==> config.mk <==
export PLATFORM = sky130hd
export DESIGN_NAME = uart_alu_interface
export DESIGN_NICKNAME = d
export VERILOG_FILES = /design/src/rtl/uart_alu_interface.sv
export SDC_FILE = /design/constraint.sdc
export NUM_CORES = 1
export LEC_CHECK = 0
export CORE_MARGIN = 1.5
export CORE_UTILIZATION = 41
export DETAILED_ROUTE_END_ITERATION = 10
export PLACE_DENSITY = 0.75
export SKIP_LAST_GASP = 1
export SYNTH_ARGS = -nofsm -noshare
export SYNTH_HDL_FRONTEND = slang
export SYNTH_SLANG_ARGS = --single-unit
==> constraint.sdc <==
create_clock -name CLK -period 1.4 [get_ports CLK]
set_input_delay 0.28 -clock CLK [delete_from_list [all_inputs] [get_ports CLK]]
set_output_delay 0.28 -clock CLK [all_outputs]
set_load 0.02 [all_outputs]
==> src/rtl/uart_alu_interface.sv <==
// Command sequencer between a UART receiver and transmitter: gathers operand A,
// operand B and opcode, presents them to an external ALU and transmits the result.
module uart_alu_interface #(
    parameter int NBIT_DATA = 8,
    parameter int NBIT_OP   = 6
) (
    input  logic                 CLK,
    input  logic                 reset,
    input  logic                 rx_done_tick,
    input  logic [NBIT_DATA-1:0] rx_data,
    input  logic                 tx_done_tick,
    input  logic [NBIT_DATA-1:0] alu_result,
    output logic [NBIT_DATA-1:0] alu_a,
    output logic [NBIT_DATA-1:0] alu_b,
    output logic [NBIT_OP-1:0]   alu_op,
    output logic                 tx_start,
    output logic [NBIT_DATA-1:0] tx_data,
    output logic                 busy,
    output logic                 overrun
);

    typedef enum logic [2:0] {
        S_OPA     = 3'd0,
        S_OPB     = 3'd1,
        S_OP      = 3'd2,
        S_CALC    = 3'd3,
        S_SEND    = 3'd4,
        S_WAIT_TX = 3'd5
    } state_t;

    state_t               state_r;
    logic [NBIT_DATA-1:0] alu_a_r;
    logic [NBIT_DATA-1:0] alu_b_r;
    logic [NBIT_OP-1:0]   alu_op_r;
    logic [NBIT_DATA-1:0] tx_data_r;
    logic                 tx_start_r;
    logic                 busy_r;
    logic                 overrun_r;

    // Command FSM; every output is a register updated alongside the state.
    always_ff @(posedge CLK or negedge reset) begin
        if (!reset) begin
            state_r    <= S_OPA;
            alu_a_r    <= {NBIT_DATA{1'b0}};
            alu_b_r    <= {NBIT_DATA{1'b0}};
            alu_op_r   <= {NBIT_OP{1'b0}};
            tx_data_r  <= {NBIT_DATA{1'b0}};
            tx_start_r <= 1'b0;
            busy_r     <= 1'b0;
            overrun_r  <= 1'b0;
        end else begin
            tx_start_r <= 1'b0;
            case (state_r)
                S_OPA: begin
                    if (rx_done_tick) begin
                        alu_a_r <= rx_data;
                        state_r <= S_OPB;
                    end
                end
                S_OPB: begin
                    if (rx_done_tick) begin
                        alu_b_r <= rx_data;
                        state_r <= S_OP;
                    end
                end
                S_OP: begin
                    if (rx_done_tick) begin
                        alu_op_r <= rx_data[NBIT_OP-1:0];
                        state_r  <= S_CALC;
                        busy_r   <= 1'b1;
                    end
                end
                S_CALC: begin
                    // The ALU has had the whole S_CALC cycle to settle.
                    tx_data_r  <= alu_result;
                    tx_start_r <= 1'b1;
                    state_r    <= S_SEND;
                    if (rx_done_tick) begin
                        overrun_r <= 1'b1;
                    end
                end
                S_SEND: begin
                    state_r <= S_WAIT_TX;
                    if (rx_done_tick) begin
                        overrun_r <= 1'b1;
                    end
                end
                S_WAIT_TX: begin
                    if (tx_done_tick) begin
                        busy_r <= 1'b0;
                        // A byte arriving with the stop bit is the next operand A.
                        if (rx_done_tick) begin
                            alu_a_r <= rx_data;
                            state_r <= S_OPB;
                        end else begin
                            state_r <= S_OPA;
                        end
                    end else if (rx_done_tick) begin
                        overrun_r <= 1'b1;
                    end
                end
                default: begin
                    state_r <= S_OPA;
                    busy_r  <= 1'b0;
                end
            endcase
        end
    end

    assign alu_a    = alu_a_r;
    assign alu_b    = alu_b_r;
    assign alu_op   = alu_op_r;
    assign tx_data  = tx_data_r;
    assign tx_start = tx_start_r;
    assign busy     = busy_r;
    assign overrun  = overrun_r;

endmodule

# After elaboration in Yosys (flattened, before gate mapping)
# Cells that the tools add are included.
[classes]
n_eq_ne = 10
mux = 16
bitwise_logic = 1
n_reduce_logical = 11
[ops]
columns = ["op", "n"]
rows = [
  ["$pmux W3 S6", 1],
  ["$mux W8", 2],
  ["$pmux W8 S2", 1],
  ["$mux W3", 4],
  ["$ne A2 B2 Y1 const B", 5],
  ["$reduce_and A2 Y1", 4],
  ["$eq A3 B2 Y1 const B", 2],
  ["$eq A3 B3 Y1 const B", 2],
  ["$mux W1", 6],
  ["$reduce_and A4 Y1", 1],
  ["$reduce_bool A2 Y1", 2],
  ["$reduce_or A4 Y1", 1],
  ["$eq A3 B1 Y1 const B", 1],
  ["$logic_not A3 Y1", 1],
  ["$pmux W1 S3", 1],
  ["$reduce_and A3 Y1", 1],
  ["$pmux W1 S2", 1],
  ["$reduce_or A2 Y1", 1],
  ["$not A1 Y1", 1],
]
[totals]
reg_bits = 36
inputBits = 20
output_inout_bits = 33
elab_cells = 46

# Depth between registers and ports, before layout
# Gate-level depths: netlist of run 1.
[logic_depth]
depth_word = 4
depth_mapped = 6
depth_no_buf = 3

# Worst setup path after synthesis of run 1
# Ideal clock, no wire load.
[synth_timing]
kind = "reg-to-reg"
start = "reg state_r[1]"
end = "reg alu_b_r[0] (netlist: alu_b[0])"
setup_time_ns = 0.125
t_arrival_ns = 1.233
required_ns = 1.275
slack_ns = 0.042
path_stages_with_launch = 5
path_buffers = 1
period_less_slack_ns = 1.358
path_cell_list = "dfrtp_1 buf_4 nand3b_1 nor2_4 mux2_2"
[synth_between]
elab_chain_len = 2
[synth_rtl]
columns = ["item", "line_no", "source"]
rows = [
  ["start: declaration", "31", "state_t state_r;"],
  ["start signal: assignment", "43", "state_r <= S_OPA;"],
  ["start signal: assignment", "57", "state_r <= S_OPB;"],
  ["start signal: assignment", "63", "state_r <= S_OP;"],
  ["$eq A3 B1 Y1", "53", "case (state_r)"],
  ["$reduce_and A2 Y1 (no line)", "-", ""],
  ["end signal: assignment", "45", "alu_b_r <= {NBIT_DATA{1'b0}};"],
  ["end signal: assignment", "62", "alu_b_r <= rx_data;"],
  ["end: declaration", "33", "logic [NBIT_DATA-1:0] alu_b_r;"],
]
# No other way between the ends.
# A chain may end at the register's enable or synchronous reset.

# Worst setup path in the final report of run 1
[layout_timing]
start = "reg state_r[1]"
end = "reg alu_b_r[2] (netlist: alu_b[2])"
# Same word-level chain as after synthesis.

==> results.cfg, run 1 <==
[sta]
worst_clock_skew_ns = 0.008087
min_period_ns = 1.430
tightest_slew_ns = 0.3169
drv_slew = 0
rsz0062_at_grt = true
finalSetupTns_ns = -0.2227
period_share = 1.022
setup_viol = 9
fmax_mhz = 699.2
relSlewSlack = 0.7887
worst_slack_ns = -0.03018
finalHoldViolCount = 0

[placed_design]
place.detailed.hpwl_um = 3051
gp_congestion = 0.8789
dpl-instance-area_um2 = 2326
port_buffers = 52

[cells_and_area]
final_nets = 227
n_fill_cell = 318
final_layout_size_suffix_gt1_frac = 0.3125
num_antenna_cells = 0
seq_area_um2 = 900.9
postLayoutCellArea_um2 = 2539
multiInputGateArea_um2 = 780.7
area_growth_pct = 50.18

[logic_synthesis]
yosys.area.top_type = dfrtp_1
avgSynthCellArea_um2 = 12.25
synth-edff-count = 0
syn-num-nets = 158
ys.flop_type = dfrtp_1
async_flop_share = 1.000
yosys.cell_types.count = 30
synth_area_um2 = 1690
synth_seq_cells = 36
ys_top_cells_by_area = dfrtp_1, mux2_2, o2bb2ai_1, a211oi_1, nand2b_1
yosys_warnings = 0
syn_inst = 138
synth_top_area_share = 0.5329
synth_common_cells = dfrtp_1, mux2_2, nor2_1
synth-seq-area-share = 0.5329
yosysMostFrequentCell = dfrtp_1

[power_and_ir_drop]
power_density_nw_per_um2 = 2314
p_sw_mw = 2.325
p_sw_frac = 0.3958
p_total_mw = 5.875
p_int_mw = 3.550
combPwrFrac = 0.522
p_leak_nw = 1.112
power.share.clock = 0.154
ir_drop_mv = 1.244
seq_power_share = 0.324

[clock_network]
cts_tree = built
cts_buffers = 5
postCtsHoldBufs = 0
cts_max_path_buffers = 2
clkSinkCount = 36
clk_pin_slew_ns = 0.08
clk_latency_ns = 0.29
cts_root_buf = clkbuf_8
h-tree-depth = 2

[setup_path]
start_kind = flip-flop
crit_fanout = 8
crit_type = reg -> reg
cp.arrival_ns = 1.60
cp.required_ns = 1.57
critPathCaptureType = flip-flop

[global_routing]
grt_max_degree = 37
grt_pass1_vias = 1388
grt_pass1_wl_um = 6803
grt_usage = 0.2076
grt_overflow = 0
antenna_found_initial = 0

[status]
violations = setup timing
outcome = complete, but fails checks

[floorplanning]
die_w_um = 67.21
initial_core_util = 0.4256
row_count = 23
die_h_um = 67.21
fp.dieArea_um2 = 4517
ios = 53
core_um2 = 3971

[drt]
drt_pass1_iterations = 4
vias = 1405
antenna_left = 0
vias_per_cell = 5.446
wirelength_um = 4590
drc = 0
wl_per_cell_um = 17.79
initialDrtViolationCount = 103

[flow_run]
cap_violations = 0

[hold_path]
hp-class = in -> async
[routing by layer]
layer | part of all wire | wire length, um | global-route usage | vias to the layer above
li1 | - | - | - | 638
met1 | 0.43 | 1981 | 0.2644 | 715
met2 | 0.51 | 2347 | 0.3280 | 41
met3 | 0.030 | 137 | 0.05167 | 11
met4 | 0.027 | 123 | 0.1071 | 0
met5 | 0 | 0 | 0 | -
[what timing repair did]
action,CTS,global route
gates cloned,0,2
setup endpoints to repair,48,29
gates resized for setup,37,25
buffers inserted,1,1
pin swaps,1,3
[per-stage QoR]
| step | worst slack, ns | cells | hold WS, ns | util |
|---|---|---|---|---|
| 2_1_floorplan | 0.04186 | 138 | -0.01559 | - |
| 3_3_place_gp | -0.3649 | 246 | 0.4526 | 0.5857 |
| 3_5_place_dp | -0.4230 | 246 | 0.4509 | 0.5857 |
| 4_1_cts | -0.04270 | 255 | 0.3702 | 0.6081 |
| 5_1_grt | -0.05278 | 258 | 0.3716 | 0.6393 |
| 6_report | -0.03018 | 258 | 0.3668 | 0.6393 |
[registers in the layout (all words and copies together) (netlist names)]
signal and cells:
state_r 3, overrun 1, tx_data 8, alu_a 8, alu_b 8, alu_op 6, busy 1, tx_start 1
[power groups by stage]
stage	Combinational (mW)	Clock (mW)	Sequential, mW
2_1_floorplan	1.22	0	2.42
3_3_place_gp	2.99	0	1.89
3_5_place_dp	3.07	0	1.91
4_1_cts	2.79	0.918	1.89
5_1_grt	3.24	0.975	1.96
6_report	3.07	0.906	1.90
[logic make-up after synthesis]
group | count (synthesis) | share of synthesized area
xor+xnor | 1 | 0.005182
flops | 36 | 0.5329
simple gates | 35 | 0.1192
mux | 22 | 0.1466
compound gates | 31 | 0.1443
buf+inv | 13 | 0.05181
[critical path: stages (launching register included)]
cell      delay [ns]
dfrtp_1         0.44
nand3b_1        0.26
nor2_4          0.16
buf_12          0.15
mux2_4          0.30
[area by class of cell]
| cell class | instances | area share |
|---|---|---|
| inverter | 4 | 0.007393 |
| timing repair buffer | 71 | 0.2617 |
| multi-input combinational | 89 | 0.3075 |
| sequential | 36 | 0.3549 |
| tap | 50 | 0.02464 |
| clock inverter | 3 | 0.01676 |
| clock buffer | 5 | 0.02711 |
[cell usage in the layout (no fill, tap or decap), types with 2 or more instances in the layout]
master / instances
a211oi_1: 5
a211oi_2: 3
a21o_1: 2
buf_12: 2
buf_4: 12
buf_6: 5
clkbuf_8: 5
clkdlybuf4s50_1: 18
clkinvlp_4: 2
dfrtp_1: 36
dlygate4sd2_1: 34
inv_1: 2
mux2_2: 13
mux2_4: 9
nand2b_1: 8
nand3b_1: 2
nor2_1: 10
nor3_1: 6
nor3_2: 2
o22ai_1: 6
o22ai_2: 2
o2bb2ai_1: 9
[path summary, 6_finish.rpt]
kind | startpoint | end | slack, ns | cells after the start
min | reset | alu_op[5] | 0.37 | 2
min reg2reg | overrun | overrun | 0.47 | 1
max in group asynchronous | reset | overrun | 0.85 | 2
max reg2reg | state_r[1] | alu_b[2] | -0.03 | 4
max | state_r[1] | alu_b[2] | -0.03 | 4
min in group CLK | overrun | overrun | 0.47 | 1
(Power assumes the default switching activity.)
==> run 2, diff against run 1 <==
- SLEW_MARGIN: not set -> 20
==> results of run 2 <==
The final DEF is identical to that of run 1; final timing and power are the same.
==> run 3, diff against run 2 <==
- CORE_UTILIZATION: 41 -> 45
- PLACE_DENSITY: 0.75 -> 0.78
- clock period: 1.4 -> 1.7 ns (I/O delays scaled with it)
==> results.cfg, run 3 (same netlist as run 1, synthesis figures left out) <==
[global_routing]
grt_overflow = 0
antenna_found_initial = 0
grt_max_degree = 37
grt_pass1_wl_um = 6486
grt_pass1_vias = 1307
grt_usage = 0.2090

[cells_and_area]
postLayoutCellArea_um2 = 2342
n_fill_cell = 300
final_cell_mix = clkdlybuf4s50_1, dfrtp_1, mux2_2, nor2_1
post-route-util = 0.6446
multiInputGateArea_um2 = 701.9
final_layout_size_suffix_gt1_frac = 0.2062
final_nets = 214
final_cell_count_no_fill = 242
seq_area_um2 = 900.9
layout_commonest_cell = clkdlybuf4s50_1
area_growth_pct = 38.56
num_antenna_cells = 0

[drt]
drc = 0
vias_per_cell = 5.393
wirelength_um = 4011
vias = 1305
drt_pass1_iterations = 4
antenna_left = 0
wl_per_cell_um = 16.57
initialDrtViolationCount = 117

[sta]
finalSetupTns_ns = 0
worst_clock_skew_ns = 0.008603
period_share = 0.9726
setup_viol = 0
finalHoldViolCount = 0
fmax_mhz = 604.8
worst_slack_ns = 0.04665
tightest_slew_ns = 0.4955
drv_slew = 0
hold_ws_ns = 0.4702
min_period_ns = 1.653
relSlewSlack = 0.6687
rsz0062_at_grt = false

[floorplanning]
row_count = 22
initial_core_util = 0.4652
die_h_um = 64.29
fp.dieArea_um2 = 4133
ios = 53
core_um2 = 3633
die_w_um = 64.29

[setup_path]
start_kind = flip-flop
crit_buf_inv = 1
crit_type = reg -> out
path_delay_family = buffers and inverters
max_stage_delay_ns = 0.62
cp_cell_sequence = clkdlybuf4s50_1
crit_fanout = 4
cp_slowest_cell = clkdlybuf4s50_1
critPathCaptureType = output pin
cp.required_ns = 1.36
cp.arrival_ns = 1.31

[power_and_ir_drop]
p_leak_nw = 0.9447
p_total_mw = 4.649
power_density_nw_per_um2 = 1985
ir_drop_mv = 1.118

[placed_design]
dpl-instance-area_um2 = 2243
place.detailed.hpwl_um = 2836
gp_congestion = 0.7889
dp_cells = 235
pre_cts_slack_ns = -0.1863
port_buffers = 52

[status]
outcome = finished, final reports clean

[clock_network]
cts_root_buf = clkbuf_8
cts_max_path_buffers = 2
cts_buffers = 5
cts_tree = built
clk_pin_slew_ns = 0.07
h-tree-depth = 2
clk_latency_ns = 0.29
clkSinkCount = 36
postCtsHoldBufs = 0

[flow_run]
cap_violations = 0

[hold_path]
hp-class = in -> async
run 3: what timing repair did:
item / 4_1_cts / 5_1_grt
buffers inserted: 0 / 0
gates resized for setup: 0 / 1
endpoints found under the hold margin: 0 / 0
setup endpoints to repair: 0 / 1
run 3: path summary, 6_finish.rpt:
kind	from	end	slack, ns	cells after the start
max reg2reg	state_r[2]	overrun	0.11	3
min in group CLK	tx_data[6]	tx_data[6]	0.50	1
min reg2reg	tx_data[6]	tx_data[6]	0.50	1
max	alu_a[5]	alu_a[5]	0.05	1
max in group asynchronous	reset	alu_b[4]	0.90	2
min	reset	alu_a[3]	0.47	2
run 3: layer usage:
metal	routed length, um	up-vias	GRT usage
li1	-	616	-
met1	1735	637	0.2695
met2	2007	47	0.3372
met3	210	5	0.04577
met4	57	0	0.09309
met5	0	-	0
run 3: cell type report:
type,count,area share
inverter,4,0.006410
multi-input combinational,89,0.2997
clock buffer,7,0.04113
timing repair buffer,58,0.2425
tap,48,0.02564
sequential,36,0.3846
run 3: where the power goes:
group	total (mW)	internal [mW]	switching (mW)	leakage (nW)
Clock	0.646	0.361	0.285	0.0503
Sequential	1.60	1.27	0.328	0.427
Combinational	2.40	1.24	1.16	0.468
Total	4.65	2.88	1.77	0.945
